--- src/rtl/uart_tx_scheduler_if.sv ---
// Byte-request bundle between the requesters and the UART TX scheduler.
// The scheduler sits on the slave side of this interface.
interface uart_tx_scheduler_if #(
    parameter int N_REQ  = 4,
    parameter int DATA_W = 8
);
    logic [N_REQ-1:0]        req_valid;
    logic [N_REQ*DATA_W-1:0] req_data;
    logic [N_REQ-1:0]        req_ready;

    modport master (output req_valid, output req_data, input  req_ready);
    modport slave  (input  req_valid, input  req_data, output req_ready);
endinterface

--- src/rtl/uart_tx_scheduler.sv ---
// Round-robin shared UART transmitter: grants one requester per 8N1 frame
// and serialises its byte using a 16x oversample baud tick.
module uart_tx_scheduler #(
    parameter  int N_REQ      = 4,
    parameter  int DATA_W     = 8,
    parameter  int OVERSAMPLE = 16,
    localparam int ID_W       = $clog2(N_REQ)
) (
    input  logic                Clk,
    input  logic                Resetn,
    input  logic                baud_tick,
    uart_tx_scheduler_if.slave  req_bus,
    output logic                tx,
    output logic                busy,
    output logic [ID_W-1:0]     grant_id,
    output logic                frame_done
);
    localparam int TICK_W = $clog2(OVERSAMPLE);
    localparam int BIT_W  = $clog2(DATA_W + 1);

    typedef enum logic [1:0] {S_IDLE, S_START, S_DATA, S_STOP} state_t;

    state_t              state_reg, state_next;
    logic [TICK_W-1:0]   tick_cnt_reg;
    logic [BIT_W-1:0]    bit_cnt_reg;
    logic [DATA_W-1:0]   shift_reg;
    logic [ID_W-1:0]     rr_ptr_reg;
    logic [ID_W-1:0]     grant_id_reg;
    logic                frame_done_reg;

    logic [DATA_W-1:0]   req_byte [N_REQ];
    logic                pick_found;
    logic [ID_W-1:0]     pick_idx;
    logic [ID_W:0]       cand_sum;
    logic                ready_en;
    logic                handshake;
    logic                bit_end;

    generate
        for (genvar gi = 0; gi < N_REQ; gi++) begin : g_req
            assign req_byte[gi]          = req_bus.req_data[gi*DATA_W +: DATA_W];
            assign req_bus.req_ready[gi] = ready_en && (pick_idx == ID_W'(gi));
        end
    endgenerate

    // First valid requester at or after the pointer, wrapping modulo N_REQ.
    always_comb begin
        pick_found = 1'b0;
        pick_idx   = '0;
        cand_sum   = '0;
        for (int k = 0; k < N_REQ; k++) begin
            cand_sum = {1'b0, rr_ptr_reg} + (ID_W+1)'(k);
            if (cand_sum >= (ID_W+1)'(N_REQ)) begin
                cand_sum = cand_sum - (ID_W+1)'(N_REQ);
            end
            if (!pick_found && req_bus.req_valid[cand_sum[ID_W-1:0]]) begin
                pick_found = 1'b1;
                pick_idx   = cand_sum[ID_W-1:0];
            end
        end
    end

    assign handshake = (state_reg == S_IDLE) && pick_found;
    assign bit_end   = baud_tick && (tick_cnt_reg == TICK_W'(OVERSAMPLE - 1));

    always_ff @(posedge Clk) begin
        if (!Resetn) begin
            state_reg <= S_IDLE;
        end else begin
            state_reg <= state_next;
        end
    end

    always_comb begin
        state_next = state_reg;
        case (state_reg)
            S_IDLE:  if (handshake) state_next = S_START;
            S_START: if (bit_end)   state_next = S_DATA;
            S_DATA:  if (bit_end && (bit_cnt_reg == BIT_W'(DATA_W - 1))) state_next = S_STOP;
            S_STOP:  if (bit_end)   state_next = S_IDLE;
            default:                state_next = S_IDLE;
        endcase
    end

    always_comb begin
        tx       = 1'b1;
        busy     = (state_reg != S_IDLE);
        ready_en = 1'b0;
        case (state_reg)
            S_IDLE:  ready_en = pick_found;
            S_START: tx       = 1'b0;
            S_DATA:  tx       = shift_reg[0];
            default: tx       = 1'b1;
        endcase
    end

    // Ticks are only counted once a frame is underway; the handshake cycle clears the counters.
    always_ff @(posedge Clk) begin
        if (!Resetn) begin
            tick_cnt_reg   <= '0;
            bit_cnt_reg    <= '0;
            shift_reg      <= '0;
            rr_ptr_reg     <= '0;
            grant_id_reg   <= '0;
            frame_done_reg <= 1'b0;
        end else begin
            frame_done_reg <= (state_reg == S_STOP) && bit_end;
            if (handshake) begin
                shift_reg    <= req_byte[pick_idx];
                grant_id_reg <= pick_idx;
                rr_ptr_reg   <= (pick_idx == ID_W'(N_REQ - 1)) ? '0 : pick_idx + ID_W'(1);
                tick_cnt_reg <= '0;
                bit_cnt_reg  <= '0;
            end else if ((state_reg != S_IDLE) && baud_tick) begin
                tick_cnt_reg <= bit_end ? '0 : tick_cnt_reg + TICK_W'(1);
                if ((state_reg == S_DATA) && bit_end) begin
                    shift_reg   <= shift_reg >> 1;
                    bit_cnt_reg <= bit_cnt_reg + BIT_W'(1);
                end
            end
        end
    end

    assign grant_id   = grant_id_reg;
    assign frame_done = frame_done_reg;

endmodule

--- src/flat_wrapper.sv ---
// flat-port wrapper written by rule: the top's interface ports become plain ports
module uart_tx_scheduler_flat 
#(
    parameter  int N_REQ      = 4,
    parameter  int DATA_W     = 8,
    parameter  int OVERSAMPLE = 16,
    localparam int ID_W       = $clog2(N_REQ)
)
  (Clk, Resetn, baud_tick, tx, busy, grant_id, frame_done, req_bus_req_valid, req_bus_req_data, req_bus_req_ready);
  uart_tx_scheduler_if #(.N_REQ(N_REQ), .DATA_W(DATA_W)) req_bus_i ();
  input  logic Clk;
  input  logic Resetn;
  input  logic baud_tick;
  output logic tx;
  output logic busy;
  output logic [ID_W-1:0] grant_id;
  output logic frame_done;
  input wire logic [$bits(req_bus_i.req_valid)-1:0] req_bus_req_valid;
  input wire logic [$bits(req_bus_i.req_data)-1:0] req_bus_req_data;
  output wire logic [$bits(req_bus_i.req_ready)-1:0] req_bus_req_ready;
  assign req_bus_i.req_valid = req_bus_req_valid;
  assign req_bus_i.req_data = req_bus_req_data;
  assign req_bus_req_ready = req_bus_i.req_ready;
  uart_tx_scheduler #(.N_REQ(N_REQ), .DATA_W(DATA_W), .OVERSAMPLE(OVERSAMPLE)) u_core (.Clk(Clk), .Resetn(Resetn), .baud_tick(baud_tick), .req_bus(req_bus_i), .tx(tx), .busy(busy), .grant_id(grant_id), .frame_done(frame_done));
endmodule
--- config.mk ---
export PLATFORM = sky130hd
export DESIGN_NAME = uart_tx_scheduler_flat
export DESIGN_NICKNAME = d
export VERILOG_FILES = /design/src/rtl/uart_tx_scheduler_if.sv /design/src/rtl/uart_tx_scheduler.sv /design/src/flat_wrapper.sv
export SDC_FILE = /design/constraint.sdc
export NUM_CORES = 1
export LEC_CHECK = 0
export BUFFER_PORTS_ARGS = -buffer_cell sky130_fd_sc_hd__buf_2
export CORE_UTILIZATION = 23
export CTS_CLUSTER_DIAMETER = 200
export CTS_CLUSTER_SIZE = 30
export DETAILED_ROUTE_END_ITERATION = 8
export GPL_TIMING_DRIVEN = 1
export SLEW_MARGIN = 20
export SYNTH_ARGS = -nofsm -noshare
export SYNTH_HDL_FRONTEND = slang
export SYNTH_SLANG_ARGS = --single-unit
--- constraint.sdc ---
create_clock -name Clk -period 3.1 [get_ports Clk]
set_input_delay 0.31 -clock Clk [delete_from_list [all_inputs] [get_ports Clk]]
set_output_delay 0.31 -clock Clk [all_outputs]
set_load 0.05 [all_outputs]
Word-level counts from Yosys, hierarchy flattened
Index checks and enable logic that the tools add are counted.
{ "classes": {"n_addsub": 10, "n_bitwise": 2, "eq_ne": 12, "mux": 35, "order_cmp": 9, "n_reduce_logical": 25} }
{ "op_table": {"columns": ["operator", "n"], "rows": [
  ["$mux 8", 5],
  ["$mux 2", 13],
  ["$bmux 8 s2", 1],
  ["$logic_and 1x1->1", 13],
  ["$ge 3x3->1 const B", 4],
  ["$lt 2x3->1 const B", 4],
  ["$mux 1", 9],
  ["$add 4x1->4 const B", 2],
  ["$bmux 1 s2", 4],
  ["$eq 2x2->1 const B", 4],
  ["$ne 2x1->1 const B", 4],
  ["$pmux 2 s4", 1],
  ["$sub 2x1->2 const B", 4],
  ["$add 2x2->3 const B", 2],
  ["$reduce_bool 2->1", 3],
  ["$eq 2x1->1 const B", 2],
  ["$eq 4x3->1 const B", 1],
  ["$eq 4x4->1 const B", 1],
  ["$logic_not 2->1", 2],
  ["$mux 4", 1],
  ["$reduce_and 2->1", 2],
  ["$reduce_and 4->1", 1],
  ["$add 2x1->3 const B", 1],
  ["$ge 2x3->1 const B", 1],
  ["other kinds (6)", 8]
]} }
{ "totals": {"elab_cells": 100, "ff_bits": 23, "output_inout_bits": 9} }

Logic depth before layout (Yosys ltp)
Gate-level depths: netlist of run 1.
{ "depth": {"ltp_word": 19, "depth_mapped": 8, "depth_no_buf": 7} }

Worst setup path after synthesis of run 1
Ideal clock, no wire load.
{ "synth_path": {"kind": "register to register", "startpoint": "register u_core.state_reg[0]", "endpoint": "register u_core.shift_reg[1]", "setup_slack_ps": 971, "required_time_ps": 2964, "arrival_time_ps": 1994, "period_less_slack_ps": 2129, "n_path_buf": 1, "stages_incl_launch_ff": 9, "cell_sequence": "dfxtp_1 > inv_1 > ha_1 > inv_1 > and3_1 > buf_2 > mux2_2 > nand2_1 > o221ai_1"} }
{ "synth_between": {"elab_chain_len": 4, "elab_cells_between_ends": 10, "classes_between": "eq/ne: 1; mux: 1; reduce/logical: 8"} }
{ "synth_rtl": {"columns": ["item", "line_no", "text"], "rows": [
  ["start: declaration", "uart_tx_scheduler.sv:23", "state_t state_reg, state_next;"],
  ["start signal: assignment", "uart_tx_scheduler.sv:70", "state_reg <= state_next;"],
  ["$reduce_bool 2->1", null, null],
  ["named net busy", "flat_wrapper.sv:15", "output logic busy;"],
  ["$logic_and 1x1->1", "uart_tx_scheduler.sv:114", "end else if ((state_reg != S_IDLE) && baud_tick) begin"],
  ["$reduce_bool 2->1 (no source line)", null, null],
  ["$reduce_and 2->1 (no source line)", null, null],
  ["end signal: assignment", "uart_tx_scheduler.sv:109", "shift_reg <= req_byte[pick_idx];"],
  ["end signal: assignment", "uart_tx_scheduler.sv:117", "shift_reg <= shift_reg >> 1;"],
  ["end: declaration", "uart_tx_scheduler.sv:26", "logic [DATA_W-1:0] shift_reg;"]
]} }
The timed path passes the listed nets, and every way through them passes these cells.
A chain may end at the register's enable or synchronous reset.

Worst setup path in the final report of run 1
{ "layout_path": {"startpoint": "register u_core.state_reg[0]", "endpoint": "output req_bus_req_ready[1]"} }
{ "layout_between": {"elab_chain_len": 3} }
{ "layout_rtl": {"columns": ["item", "line_no", "text"], "rows": [
  ["$logic_not 2->1", "uart_tx_scheduler.sv:89", "case (state_reg)"],
  ["$mux 1", "uart_tx_scheduler.sv:89", null],
  ["$logic_and 1x1->1", "uart_tx_scheduler.sv:42", "assign req_bus.req_ready[gi] = ready_en && (pick_idx == ID_W'(gi));"],
  ["end: declaration", "flat_wrapper.sv:20", "output wire logic [$bits(req_bus_i.req_ready)-1:0] req_bus_req_ready;"]
]} }
No other way between the ends.

==> results of run 1 <==
[worst max-delay path, stage by stage, from the launching register on]
cell and delay (ns):
dfxtp_1 0.34, inv_1 0.13, ha_1 0.26, inv_1 0.12, nor2_1 0.49, and2_1 0.21
buf_2 0.26
[per-layer routing]
| metal | track usage, % | wire length, µm |
|---|---|---|
| met1 | 14.3 | 1700 |
| met2 | 17.5 | 1610 |
| met3 | 1.99 | 143 |
| met4 | 3.29 | 33 |
| met5 | 0 | 0 |
[worst min-delay path by stage]
stage / to / start / slack, ns / cells after the start
floorplan: u_core.shift_reg[4] / Resetn / 0.46 / 2
global placement: u_core.grant_id[1] / u_core.grant_id[1] / 0.47 / 2
detailed placement: u_core.grant_id[1] / u_core.grant_id[1] / 0.47 / 2
CTS: u_core.shift_reg[1] / req_bus_req_data[25] / 0.34 / 3
global route: u_core.shift_reg[0] / req_bus_req_data[16] / 0.36 / 3
finish: u_core.shift_reg[1] / req_bus_req_data[25] / 0.34 / 3
[placed cells by master (no fill, tap or decap), types with 2 or more instances in the layout]
master / n
o22ai_2: 2
and3_1: 4
nor2b_1: 2
nand2_1: 16
inv_1: 6
mux2i_1: 19
xor2_1: 3
clkbuf_8: 3
mux2_2: 7
a2111oi_2: 2
o221ai_1: 6
and2_1: 4
dfxtp_1: 23
a211oi_1: 4
ha_1: 11
buf_2: 47
nand4_1: 3
nand2b_1: 2
a21oi_1: 7
nor3_1: 3
o21ai_0: 4
nand3_1: 3
nor2_1: 14
[power breakdown]
group	total [mW]	switching, mW	internal, mW
logic	0.774	0.494	0.280
registers	0.438	0.0596	0.379
clock network	0.196	0.106	0.0900
total	1.41	0.659	0.749
[cell type report]
| type | count | share of cell area, % |
|---|---|---|
| Multi-Input combinational cell | 129 | 52.6 |
| Sequential cell | 23 | 25.0 |
| Timing Repair Buffer | 47 | 12.8 |
| Tap cell | 77 | 5.22 |
| Clock buffer | 3 | 2.24 |
| Inverter | 8 | 1.90 |
| Clock inverter | 1 | 0.271 |
[cell families after synthesis]
logic type	count (synthesis)	share of synthesized area, %
AOI/OAI and AO/OA	31	16.4
and+or+nand+nor	57	18.8
muxes	26	17.9
adders and majority gates	11	9.16
buffers and inverters	12	4.75
DFF	23	30.6
xor gates and xnor gates	4	2.33
[cells in the mapped netlist (6+ instances only)]
cell type	count	share of area, %
dfxtp_1	23	31
mux2i_1	19	13
nand2_1	16	4.0
nor2_1	14	3.5
ha_1	11	9.2
a21oi_1	7	2.3
mux2_2	7	5.2
inv_1	6	1.5
o221ai_1	6	3.5
[stage by stage]
stage               cells  hold slack (ns)  area, µm²  worst slack [ns]
CTS                   288            0.342       1840             0.688
global placement      284            0.466       1800             0.974
floorplan             164            0.460       1500             0.971
global route          288            0.361       1840             0.489
finish                288            0.340       1840             0.711
detailed placement    284            0.470       1800             0.979
==> results.ini, run 1 <==
[timing]
max_freq_mhz=419
slew_headroom_pct=60.9
skew_ns=0.00535
rsz0062_at_grt=false
final_hold_viol_count=0
fin_crit_sh_pct=77.1
setup_tns_ns=0
finalSetupViolations=0
slew_violations=0
tightest_slew_ns=0.585
min_period_ns=2.39

[synth]
synthesis.nets=214
yosysWarnings=0
yosysUniqueCellTypes=40
syn_inst=164
synth_edf_count=0
netlist_area_um2=1500
ys.flop_type=dfxtp_1
ys_ff_latch=23
postSynth.asyncResetShare_pct=0
seq_area_frac_synth_pct=30.6
syn_area_per_cell_um2=9.16

[clocking]
cts_num_sinks=23
numCtsBuffers=3
max-clock-path-buffers=2
clockRootBuffer=clkbuf_8
insertion_delay_ns=0.27
hold_buffers=0
postCtsSetupBuffers=0
cts_tree=yes
post_cts_resized=0
htreeDepth=1
clk_pin_slew_ns=0.09

[worst_setup_path]
critPathCapture=req_bus_req_ready[1]
critPathKind=reg2out
r2r-start=u_core.state_reg[0]
reg2reg_slack_ns=0.96
reg2reg_to=u_core.shift_reg[4]
worstPathRequired_ns=2.79
critPathMaxFanout=11
cp-startpoint=u_core.state_reg[0]
end_kind=output port
reg2reg_depth=7
arrival_ns=2.08
cp-start-kind=flip-flop

[floorplan]
die_area_um2=6860
die_y_um=82.8
die_x_um=82.8
ios=48
rows=29
coreArea_um2=6310
initial_core_util_pct=23.8

[detailed_routing]
antenna_left=0
drt-initial-drc-count=43
drt_wl_total_mm=3.49
drc=0
first_pass_iters=4
viasPerCell=4.60
routed-via-count=1326
wire_per_inst_um=12.1

[global_routing]
grt_pass1_wl_mm=6.10
overflow=0
grt_max_degree=18
grt_pass1_vias=1351
grt_use_total_pct=10.7
grt_antenna_before_repair=0

[placement]
port_buffers=47
hpwl_mm=2.72
place_congestion=0.765

[final_layout]
final_core_util_pct=29.2
drive_above_1_share_pct=32.7
nFillCells=689
seqCellArea_um2=460
multiInputGateArea_um2=971
num_antenna_cells=0
largest_register_ffs=8
area_growth_pct=22.7
nets=262

[pwr]
power.density_nw_per_um2=763
power.leakage_nw=0.842
fin_total_pwr_mw=1.41
vdd_drop_max_v=0.000349

[flow_run]
maxCapViolCount=0

[outcome]
outcome=completed

[worst_hold_path]
hold_class=in2reg

(Power assumes the default switching activity.)
==> inputs of run 2 (changes only) <==
Clock period 3.1 ns to 2.1 ns, I/O delays scaled along.
==> run 2 against run 1 <==
Wire length grew 6.3%. Worst hold slack lost 0.12 ns. Setup slack lost 0.65 ns. Via count grew 7.7%. Critical path type unchanged. Critical endpoint is now req_bus_req_ready[0]. Critical path depth grew 1. Largest cell class unchanged. Highest routed layer unchanged.
==> results.ini, run 2 (synthesized netlist as in run 1, its figures left out) <==
[outcome]
outcome=completed

[pwr]
switchingPower_mw=1.06  ; +61%
clkPwrFrac_pct=12.4  ; -1.5 points
pwr-share-seq_pct=27.5  ; -3.6 points
swShare_pct=44.5  ; -2.3 points
vdd_drop_max_v=0.000934  ; +170%
power.leakage_nw=0.929  ; +10%
power.density_nw_per_um2=1160  ; +53%
combPwrFrac_pct=60.0  ; +5.0 points
p_int_mw=1.32  ; +76%

[timing]
tightest_slew_ns=0.428  ; -0.156 ns
min_period_ns=2.04
setup_tns_ns=0  ; unchanged
skew_ns=0.0108  ; +0.00541 ns
final.setup.worst_slack_ns=0.0576  ; -0.653 ns
finalSetupViolations=0  ; unchanged
slew_violations=0  ; unchanged
slew_headroom_pct=71.1  ; +10 points
max_freq_mhz=490
fin_crit_sh_pct=97.3
final_hold_viol_count=0  ; unchanged

[clocking]
cts_tree=yes
htreeDepth=1  ; unchanged
insertion_delay_ns=0.28  ; about the same
clk_pin_slew_ns=0.09  ; about the same
clockRootBuffer=clkbuf_8
cts_num_sinks=23  ; unchanged
max-clock-path-buffers=2  ; unchanged
numCtsBuffers=3  ; unchanged

[worst_hold_path]
hold_class=in2reg

[global_routing]
grt_max_degree=18  ; unchanged
grt_antenna_before_repair=0  ; unchanged
grt_use_total_pct=10.6  ; -0.13 points
grt_pass1_vias=1309  ; -3.1%
overflow=0  ; unchanged
grt_pass1_wl_mm=6.08  ; -0.34%

[final_layout]
nets=281  ; +7.3%
largest_register_ffs=8  ; unchanged
num_antenna_cells=0  ; unchanged
nFillCells=684  ; -0.73%
area_growth_pct=35.8
final_cell_mix=buf_2 (44), buf_4 (22), dfxtp_1 (21)
drive_above_1_share_pct=40.9  ; +8.2 points
final_common_cell=buf_2

[placement]
post-place-ws_ns=0.0397  ; -0.939 ns
hpwl_mm=2.70  ; -0.61%
place_congestion=0.743  ; -2.8%
port_buffers=47  ; unchanged

[floorplan]
initial_core_util_pct=23.8  ; unchanged
die_y_um=82.8  ; unchanged
coreArea_um2=6310  ; unchanged
ios=48  ; unchanged
die_x_um=82.8  ; unchanged
rows=29  ; unchanged
die_area_um2=6860  ; unchanged

[worst_setup_path]
worstPathRequired_ns=1.89  ; -0.90 ns
critPathKind=reg2out
critPathMaxFanout=6  ; -5
arrival_ns=1.83  ; -0.25 ns
cp-start-kind=flip-flop
end_kind=output port

[detailed_routing]
wire_per_inst_um=12.1  ; -0.30%
viasPerCell=4.65  ; +1.0%
routed-via-count=1428  ; +7.7%
drc=0  ; unchanged
drt-initial-drc-count=35  ; -19%
antenna_left=0  ; unchanged
drt_wl_total_mm=3.71  ; +6.3%
first_pass_iters=4  ; unchanged

[flow_run]
maxCapViolCount=0  ; unchanged

-- run 2: what timing repair did --
item / 4_1_cts / 5_1_grt
pin swaps: 2 / 3
gates resized for setup: 11 / 4
setup endpoints to repair: 4 / 4
hold buffers: 0 / 0
hold endpoints to repair: 0 / 0
setup buffers: 3 / 11
-- run 2: area by class of cell --
type,instances,area [µm²],share of cell area (%)
timing repair buffer,66,385,18.9
clock inverter,1,7.51,0.368
tap,77,96.3,4.72
multi-input combinational,129,1000,49.0
clock buffer,3,41.3,2.02
sequential,23,465,22.8
inverter,8,43.8,2.15
-- run 2: per-stage QoR --
step	hold slack (ns)	area (µm²)	util, %	cells	power (mW)
floorplan	0.360	1510	-	164	1.60
global placement	0.444	1840	29.1	289	1.84
detailed placement	0.448	1840	29.1	289	1.85
CTS	0.226	1940	30.8	296	2.24
global route	0.252	2040	32.3	307	2.55
finish	0.221	2040	32.3	307	2.38
-- run 2: final timing paths --
path	start	endpoint	cells past startpoint	slack (ns)
hold reg to reg	u_core.grant_id[1]	u_core.grant_id[1]	2	0.46
hold / removal	req_bus_req_data[25]	u_core.shift_reg[1]	3	0.22
setup / recovery	u_core.rr_ptr_reg[1]	req_bus_req_ready[0]	7	0.06
setup reg to reg	u_core.state_reg[0]	u_core.shift_reg[4]	7	0.22
-- run 2: power groups by stage --
stage	logic (mW)	clock network, mW	registers, mW
3_3_place_gp	1.19	0	0.647
6_report	1.43	0.295	0.654
5_1_grt	1.56	0.319	0.671
4_1_cts	1.29	0.309	0.649
3_5_place_dp	1.20	0	0.651
2_1_floorplan	0.923	0	0.675
-- run 2: critical path: stages, from the launching register on --
cell and delay [ns]:
dfxtp_4 0.40, a21oi_1 0.07, o21a_1 0.20, o22ai_4 0.27
buf_4 0.17, ha_1 0.14, and2_1 0.12, buf_4 0.19
-- run 2: metal layers --
metal  global-route usage [%]  routed length (µm)  vias to the layer above
met1                     13.7                1710                      650
met3                     2.39                 187                        7
met2                     17.9                1760                       43
li1                         -                   -                      728
met5                        0                   0                        -
met4                     2.35                  48                        0
